==> config.mk <==
export PLATFORM = sky130hd
export DESIGN_NAME = score_digit_sequencer
export DESIGN_NICKNAME = d
export VERILOG_FILES = /design/src/rtl/score_pkg.sv /design/src/rtl/bin2bcd_seq.sv /design/src/rtl/score_digit_sequencer.sv
export SDC_FILE = /design/constraint.sdc
export NUM_CORES = 1
export LEC_CHECK = 0
export CORE_MARGIN = 3
export CORE_UTILIZATION = 57
export DETAILED_ROUTE_END_ITERATION = 16
export GPL_TIMING_DRIVEN = 0
export PLACE_DENSITY = 0.84
export SYNTH_ARGS = -nofsm -noshare
export SYNTH_HDL_FRONTEND = slang
export SYNTH_SLANG_ARGS = --single-unit
==> constraint.sdc <==
create_clock -name pixel_clk_in -period 5.8 [get_ports pixel_clk_in]
set_clock_uncertainty 0.05 [all_clocks]
set_input_delay 0.87 -clock pixel_clk_in [delete_from_list [all_inputs] [get_ports pixel_clk_in]]
set_output_delay 0.87 -clock pixel_clk_in [all_outputs]
set_load 0.01 [all_outputs]
==> src/rtl/score_pkg.sv <==
// Shared types and defaults for the score digit sequencer.
package score_pkg;

  localparam int NUM_DIGITS  = 4;
  localparam int DIGIT_WIDTH = 24;

  typedef enum logic [1:0] {
    ST_IDLE    = 2'd0,
    ST_CONVERT = 2'd1,
    ST_PENDING = 2'd2
  } seq_state_t;

  typedef logic [3:0] bcd_digit_t;

  // 10**n as a constant; used for the saturation threshold.
  function automatic longint unsigned pow10(input int n);
    longint unsigned p;
    p = 64'd1;
    for (int i = 0; i < n; i++) p = p * 64'd10;
    return p;
  endfunction

endpackage

==> src/rtl/bin2bcd_seq.sv <==
// Sequential double-dabble binary-to-BCD converter, one bit per cycle.
// A start pulse loads the operand; done is high during the last shift cycle and
// the result on bcd is final from the following cycle until the next start.
// Scores of 10**NUM_DIGITS or more read back as all nines.
module bin2bcd_seq
  import score_pkg::*;
#(
  parameter int SCORE_W    = 14,
  parameter int NUM_DIGITS = score_pkg::NUM_DIGITS
) (
  input  logic                    pixel_clk_in,
  input  logic                    rst_n_in,
  input  logic                    start,
  input  logic [SCORE_W-1:0]      bin,
  output logic                    done,
  output logic [4*NUM_DIGITS-1:0] bcd
);

  localparam int CNT_W = $clog2(SCORE_W + 1);
  localparam longint unsigned LIMIT = pow10(NUM_DIGITS);

  logic [SCORE_W-1:0]      shift_q;
  logic [4*NUM_DIGITS-1:0] bcd_q;
  logic [4*NUM_DIGITS-1:0] bcd_adj;
  logic [CNT_W-1:0]        cnt_q;
  logic                    busy_q;
  logic                    sat_q;

  // Add 3 to every nibble that is 5 or more before the shift.
  always_comb begin
    // NOTE: every always_comb output gets a default first so no latch is inferred.
    bcd_adj = bcd_q;
    for (int i = 0; i < NUM_DIGITS; i++) begin
      if (bcd_q[4*i +: 4] >= 4'd5) bcd_adj[4*i +: 4] = bcd_q[4*i +: 4] + 4'd3;
    end
  end

  // Load on start, then shift one operand bit into the BCD field per cycle.
  always_ff @(posedge pixel_clk_in or negedge rst_n_in) begin
    // NOTE: sequential state uses non-blocking assignments so all registers update together.
    if (!rst_n_in) begin
      shift_q <= '0;
      bcd_q   <= '0;
      cnt_q   <= '0;
      busy_q  <= 1'b0;
      sat_q   <= 1'b0;
    end else if (start) begin
      shift_q <= bin;
      bcd_q   <= '0;
      cnt_q   <= '0;
      busy_q  <= 1'b1;
      sat_q   <= (64'(bin) >= LIMIT);
    end else if (busy_q) begin
      bcd_q   <= {bcd_adj[4*NUM_DIGITS-2:0], shift_q[SCORE_W-1]};
      shift_q <= {shift_q[SCORE_W-2:0], 1'b0};
      cnt_q   <= cnt_q + 1'b1;
      if (cnt_q == CNT_W'(SCORE_W - 1)) busy_q <= 1'b0;
    end
  end

  assign done = busy_q && (cnt_q == CNT_W'(SCORE_W - 1));
  assign bcd  = sat_q ? {NUM_DIGITS{4'd9}} : bcd_q;

endmodule

==> src/rtl/score_digit_sequencer.sv <==
// Score digit sequencer: converts a binary score to BCD, swaps it into the
// display register only at frame start, and tells the glyph renderer which
// digit and cell origin is under the raster, one cycle after hcount/vcount.
// Optional macro SCORE_LZ_BLANK_EN blanks leading zeros (never the last digit).
module score_digit_sequencer
  import score_pkg::*;
#(
  parameter int NUM_DIGITS  = score_pkg::NUM_DIGITS,
  parameter int DIGIT_WIDTH = score_pkg::DIGIT_WIDTH,
  parameter int SCORE_W     = 14
) (
  input  logic               pixel_clk_in,
  input  logic               rst_n_in,
  input  logic [SCORE_W-1:0] score_in,
  input  logic               score_valid_in,
  output logic               score_ready_out,
  input  logic [10:0]        x_in,
  input  logic [9:0]         y_in,
  input  logic [10:0]        hcount_in,
  input  logic [9:0]         vcount_in,
  output bcd_digit_t         number_out,
  output logic [10:0]        digit_x_out,
  output logic [9:0]         digit_y_out,
  output logic               blank_out
);

  localparam int IDX_W = $clog2(NUM_DIGITS + 1);
  localparam int COL_W = (DIGIT_WIDTH > 1) ? $clog2(DIGIT_WIDTH) : 1;

  seq_state_t              state_q;
  logic [4*NUM_DIGITS-1:0] disp_q;
  logic [4*NUM_DIGITS-1:0] conv_bcd;
  logic                    conv_start;
  logic                    conv_done;
  logic                    frame_start;

  logic [COL_W-1:0] col_q, cur_col;
  logic [IDX_W-1:0] idx_q, cur_idx;
  logic             row_hit;
  logic             cell_valid;
  bcd_digit_t       cur_digit;
  logic             lz_blank;

  assign conv_start  = (state_q == ST_IDLE) && score_valid_in && score_ready_out;
  assign frame_start = (hcount_in == 11'd0) && (vcount_in == 10'd0);

  bin2bcd_seq #(
    .SCORE_W    (SCORE_W),
    .NUM_DIGITS (NUM_DIGITS)
  ) u_bin2bcd (
    .pixel_clk_in (pixel_clk_in),
    .rst_n_in     (rst_n_in),
    .start        (conv_start),
    .bin          (score_in),
    .done         (conv_done),
    .bcd          (conv_bcd)
  );

  // Accept -> convert -> wait for frame start -> swap display -> idle.
  always_ff @(posedge pixel_clk_in or negedge rst_n_in) begin
    if (!rst_n_in) begin
      state_q         <= ST_IDLE;
      score_ready_out <= 1'b0;
      // NOTE: the display register is explicitly reset so a blank frame shows 0000, not X.
      disp_q          <= '0;
    end else begin
      case (state_q)
        ST_IDLE: begin
          if (conv_start) begin
            state_q         <= ST_CONVERT;
            score_ready_out <= 1'b0;
          end else begin
            score_ready_out <= 1'b1;
          end
        end
        ST_CONVERT: begin
          score_ready_out <= 1'b0;
          if (conv_done) state_q <= ST_PENDING;
        end
        ST_PENDING: begin
          if (frame_start) begin
            disp_q          <= conv_bcd;
            state_q         <= ST_IDLE;
            score_ready_out <= 1'b1;
          end
        end
        default: begin
          state_q         <= ST_IDLE;
          score_ready_out <= 1'b0;
        end
      endcase
    end
  end

  // Cell position for the current pixel: restarts at the left edge of digit 0.
  always_comb begin
    if (hcount_in == x_in) begin
      cur_col = '0;
      cur_idx = '0;
    end else begin
      cur_col = col_q;
      cur_idx = idx_q;
    end
  end

  // Column/index counters; the index parks at NUM_DIGITS past the last cell.
  always_ff @(posedge pixel_clk_in or negedge rst_n_in) begin
    if (!rst_n_in) begin
      col_q <= '0;
      idx_q <= IDX_W'(NUM_DIGITS);
    end else if (cur_col == COL_W'(DIGIT_WIDTH - 1)) begin
      col_q <= '0;
      idx_q <= (cur_idx < IDX_W'(NUM_DIGITS)) ? cur_idx + 1'b1 : cur_idx;
    end else begin
      col_q <= cur_col + 1'b1;
      idx_q <= cur_idx;
    end
  end

  assign row_hit    = ({1'b0, vcount_in} >= {1'b0, y_in}) &&
                      ({1'b0, vcount_in} < ({1'b0, y_in} + 11'(DIGIT_WIDTH)));
  assign cell_valid = (cur_idx < IDX_W'(NUM_DIGITS)) && row_hit;

  // Pick the digit for the active index; index 0 is the most significant.
  always_comb begin
    cur_digit = '0;
    for (int i = 0; i < NUM_DIGITS; i++) begin
      if (cur_idx == IDX_W'(i)) cur_digit = disp_q[4*(NUM_DIGITS-1-i) +: 4];
    end
  end

`ifdef SCORE_LZ_BLANK_EN
  // Blank the active digit when it and every more significant digit are zero.
  always_comb begin
    logic all_zero;
    all_zero = 1'b1;
    lz_blank = 1'b0;
    for (int i = 0; i < NUM_DIGITS - 1; i++) begin
      all_zero = all_zero && (disp_q[4*(NUM_DIGITS-1-i) +: 4] == 4'd0);
      if (cur_idx == IDX_W'(i)) lz_blank = all_zero;
    end
  end
`else
  assign lz_blank = 1'b0;
`endif

  // Registered display outputs, one cycle behind hcount/vcount.
  always_ff @(posedge pixel_clk_in or negedge rst_n_in) begin
    if (!rst_n_in) begin
      number_out  <= '0;
      digit_x_out <= '0;
      digit_y_out <= '0;
      blank_out   <= 1'b1;
    end else begin
      digit_x_out <= x_in + 11'(int'(cur_idx) * DIGIT_WIDTH);
      digit_y_out <= y_in;
      if (cell_valid && !lz_blank) begin
        number_out <= cur_digit;
        blank_out  <= 1'b0;
      end else begin
        number_out <= '0;
        blank_out  <= 1'b1;
      end
    end
  end

endmodule

-- Yosys cells after proc, flatten, opt, wreduce, memory -nomap -nowiden
Index checks and enable logic that the tools add are counted.
- input port bits: 59
- word-level logic and storage cells: 88
- output and inout port bits: 27
- bits in registers: 89
- $mul: 1
- magnitude comparators: 8
- muxes and demuxes: 32
- equal/unequal tests: 11
- reduce and logical (&&, ||, !) cells: 13
- add/sub/neg operators: 9
- operators by type and width (cell ; count):
    $mux 16 ; 3
    $mux 4 ; 10
    $mux 14 ; 2
    $ge 4x3->1 const B ; 4
    $ge 14x14->1 const B ; 1
    $add 4x2->4 const B ; 3
    $mux 3 ; 4
    $add 10x5->11 const B ; 1
    $add 11x8->11 ; 1
    $eq 11x11->1 ; 1
    $logic_not 11->1 ; 1
    $lt 10x11->1 ; 1
    $ge 10x10->1 ; 1
    $logic_not 10->1 ; 1
    $mux 5 ; 2
    $eq 3x2->1 const B ; 2
    $logic_and 1x1->1 ; 6
    $mux 1 ; 6
    $mux 2 ; 3
    $ne 2x2->1 const B ; 3
    $pmux 2 s3 ; 1
    $add 5x1->5 const B ; 1
    $eq 5x5->1 const B ; 1
    $mul 3x2->5 const B ; 1
    14 further kinds ; 14

-- Longest topological paths before layout
- depth after elaboration: 8
- mapped depth: 16
- depth with buffers taken out: 15

-- By module
Synthesis repeated with hierarchy kept, for this count alone.
- cell total of the unflattened synthesis: 482
- area total of the unflattened synthesis: 4964.8 sq um
- by module, submodules not included (module ; times used ; area an instance (sq um) ; cells each):
    score_digit_sequencer ; 1 ; 2920.3 ; 260
    bin2bcd_seq ; 1 ; 2044.5 ; 222

-- Least setup slack after synthesis
Ideal clock, no wire load.
- path kind: input-to-reg
- from: input port hcount_in[3]
- to: register digit_x_out[9]
- setup slack: 1.973 ns
- data arrival time: 3.697 ns
- cell stages on the path: 16
- buffers on the path: 1
- cells stage by stage: xor2_1 nor4_1 nand3_1 nand2_1 inv_1 ha_1 clkbuf_1 inv_1 fa_1 inv_1 ha_1 a21o_1 a21oi_1 nor2b_1 o21ai_0 xnor2_1
- word-level cells in the longest chain between the ends: 4
- RTL lines (element ; line ; source):
    start, declared ; score_digit_sequencer.sv:19 ; input logic [10:0] hcount_in,
    $eq 11x11->1 ; score_digit_sequencer.sv:97 ; if (hcount_in == x_in) begin
    $mux 3 ; score_digit_sequencer.sv:97 ;
    $mul 3x2->5 ; score_digit_sequencer.sv:155 ; digit_x_out <= x_in + 11'(int'(cur_idx) * DIGIT_WIDTH);
    $add 11x8->11 ; score_digit_sequencer.sv:155 ;
    end signal, assigned ; score_digit_sequencer.sv:155 ;
    end, declared ; score_digit_sequencer.sv:22 ; output logic [10:0] digit_x_out,
No other way between the ends.
A chain may end at the register's enable or synchronous reset.

-- Final worst setup path
- from: input port x_in[8]
- to: register digit_x_out[9]
- word-level cells in the longest chain between the ends: 4
- RTL lines (element ; line ; source):
    start, declared ; score_digit_sequencer.sv:17 ; input logic [10:0] x_in,
    $eq 11x11->1 ; score_digit_sequencer.sv:97 ;
    $mux 3 ; score_digit_sequencer.sv:97 ;
    $mul 3x2->5 ; score_digit_sequencer.sv:155 ;
    $add 11x8->11 * ; score_digit_sequencer.sv:155 ;
Mark *: on every way between the ends. The rest lies on a longest branch, timed or not.

==> impl_metrics.toml <==
[global_routing]
grt_pass1_vias = 3930
grt_pass1_wl_um = 18400
antenna_found_initial = 0
overflow = 0
track_usage_pct = 23.1
grt_max_degree = 61

[synth]
synth_top_area_share_pct = 45.2
synth_fp_nets = 579
synthCells = 479
synth-seq-cells = 89
yosysSeqAreaShare_pct = 46.3
synth_edf_count = 0
yosysTopAreaCell = "dfrtp_1"
async_flop_share_pct = 100
synth_cell_types = 49
synth_top_flop_cell = "dfrtp_1"
synth_area_sq_um = 4810
yosysWarningCount = 0
synth_top_cells_by_area = "dfrtp_1, ha_1, mux2i_1, nand2_1, xnor2_1"
syn_avg_cell_area_sq_um = 10.0

[timing]
min_period_ps = 4700
final-hold-violation-count = 0
drv_slew = 0
fin_crit_sh_pct = 81.1
tightest_slew_ps = 679
setup_viol = 0
fin_setup_tns_ps = 0
max_freq_mhz = 213
slew_headroom_pct = 54.4
rsz0062_at_grt = "false"

[routing]
drcViolationCount = 0
dr.pass1.iters = 4
vias = 3830
wl_per_cell_um = 16.0
ant_nets = 0
drt_wl_total_um = 10900
drt-vias-per-instance = 5.61
drt_iter0_markers = 157

[placed_design]
dp.cells = 667
io_buffer_count = 85
gp_congestion = 0.850
hpwl_um = 8360
post_dp_cell_area_sq_um = 5820

[finish]
diodes = 0
instances_no_fill = 683
multiInputGateArea_sq_um = 2390
final_layout_size_suffix_gt1_share_pct = 5.34
area_delta_synth_final_pct = 24.9
finish.utilization_pct = 75.5
seq_area_sq_um = 2230
final_common_cell = "dfrtp_1"
final_nets = 676
n_fill_cell = 565
final_cell_mix = "dfrtp_1, clkdlybuf4s50_1, nand2_1, ha_1, nor2_1"
fin_area_sq_um = 6010

[run_status]
status = "finished clean"

[setup_path]
crit_type = "primary input to register"
cp.arrival_ps = 4930
crit_family = "simple AND/OR/NAND/NOR gates"
crit_slowest_cell = "nor4_1"
critical_path_buf_inv_count = 5
slowest_delay_ps = 540
endpoint_kind = "register"
cp-start-kind = "primary input"
cpMostUsedCell = "inv_1"
worstPathRequired_ps = 6030
worstPathCellList = "clkdlybuf4s50_1 > xor2_1 > nor4_1 > nand3_1 > nand2_1 > inv_1 > ha_1 > clkbuf_1 > inv_1 > fa_1 > inv_1 > ha_1 > a21o_1 > a21oi_1 > nor2b_1 > o21ai_0 > xnor2_1"
path_max_fanout = 10

[pwr]
clkPwrFrac_pct = 17.5
vdd_drop_max_v = 0.000238
p_seq_share_pct = 38.3
p_switching_w = 0.000947
power_w = 0.00246
comb_power_share_pct = 44.1
sw_frac_of_total_pct = 38.5
power.density_nw_per_um2 = 409
p_leak_nw = 2.74
internal_power_w = 0.00151

[clock_tree]
clock_sinks = 89
post_cts_buffers = 0
ctsHoldBuffers = 0
worstSkewPairLatency_ps = 350
cts_buffers = 9
cts_tree = "built"
clk_pin_slew_ps = 90
htree_levels = 3
cts-root-buf = "clkbuf_8"
post_cts_resized = 0
cts_buffer_depth = 2

[floorplanning]
dieArea_sq_um = 9580
die_h_um = 97.9
start_util_pct = 60.4
io-pin-count = 86
core_sq_um = 7970
row_count = 32
die-width_um = 97.9

[worst_hold_path]
hp-class = "primary input to asynchronous set/reset pin"

[job]
drv_cap = 0
power groups by stage:
stage | registers [W] | logic, W | clock network (W)
5_1_grt | 0.000965 | 0.00122 | 0.000462
3_3_place_gp | 0.000939 | 0.00102 | 0
4_1_cts | 0.000941 | 0.00110 | 0.000437
2_1_floorplan | 0.000938 | 0.000737 | 0
6_report | 0.000943 | 0.00109 | 0.000431
3_5_place_dp | 0.000955 | 0.00109 | 0
routing by layer:
| metal | GRT usage [%] | vias to the layer above | part of all wire (%) |
|---|---|---|---|
| met1 | 30.1 | 1843 | 43 |
| met4 | 8.09 | 0 | 1.9 |
| li1 | - | 1855 | - |
| met2 | 39.5 | 110 | 50 |
| met3 | 3.43 | 22 | 4.5 |
| met5 | 0 | - | 0 |
worst register-to-register path: cells and delay by family (launching register included):
kind | cells | cell delay (ps)
adders and majority gates | 3 | 950
AOI/OAI and AO/OA | 3 | 610
buffers and inverters | 4 | 600
DFF | 1 | 370
and+or+nand+nor | 2 | 210
xor gates and xnor gates | 1 | 150
stage by stage:
step	hold WS, ps	setup slack [ps]
floorplan	391	1970
global placement	404	652
detailed placement	423	768
CTS	393	1100
global route	407	819
finish	386	1100
synth_stat cells (all sizes together), types with 3 or more instances:
master	instances
dfrtp	87
nand2	42
ha	39
nor2	34
inv	32
o21ai	28
a21oi	27
mux2i	21
xnor2	18
nand3	17
xor2	17
nor3	14
nor2b	10
clkbuf	8
nor4	8
nand2b	7
a21o	6
a211oi	5
a31oi	5
buf	5
mux2	5
o211ai	5
a221oi	4
nor3b	4
o21a	3
registers in the layout, summed over array words and instances (netlist names):
name,cells
score_ready_out,1
u_bin2bcd.shift_q,14
disp_q,16
digit_y_out,10
u_bin2bcd.busy_q,1
u_bin2bcd.cnt_q,4
blank_out,1
digit_x_out,11
u_bin2bcd.sat_q,1
number_out,4
col_q,5
idx_q,3
state_q,2
u_bin2bcd.bcd_q,16
area by class of cell:
class | count | share of cell area, %
buffer | 13 | 1.02
timing repair buffer | 86 | 14.6
inverter | 34 | 2.12
multi-input combinational | 343 | 39.8
sequential | 89 | 37.1
tap | 102 | 2.12
clock inverter | 6 | 1.12
clock buffer | 10 | 2.12
logic make-up (layout without fill, tap and decap cells):
family / after synthesis / count (layout) / share of synthesized area (%)
flip-flops: 89 / 89 / 46.3
AND/OR/NAND/NOR: 148 / 148 / 15.1
buffers and inverters: 47 / 149 / 3.93
multiplexers: 26 / 26 / 5.54
AO/OA/AOI/OAI: 93 / 93 / 11.8
adder cells (fa/ha/maj): 41 / 41 / 11.0
XOR/XNOR: 35 / 35 / 6.37
worst paths after layout:
kind                       cells past startpoint                  to       start  slack, ps
hold reg to reg                                1     score_ready_out  state_q[0]        440
setup reg to reg                              13      digit_x_out[9]    idx_q[1]       2780
hold / removal                                 1      digit_x_out[4]    rst_n_in        390
min in group pixel_clk_in                      1     score_ready_out  state_q[0]        440
setup / recovery                              17      digit_x_out[9]     x_in[8]       1100
max in group asynchronous                      2  u_bin2bcd.bcd_q[4]    rst_n_in       4690
No activity file was read; power rests on OpenSTA's default activity.
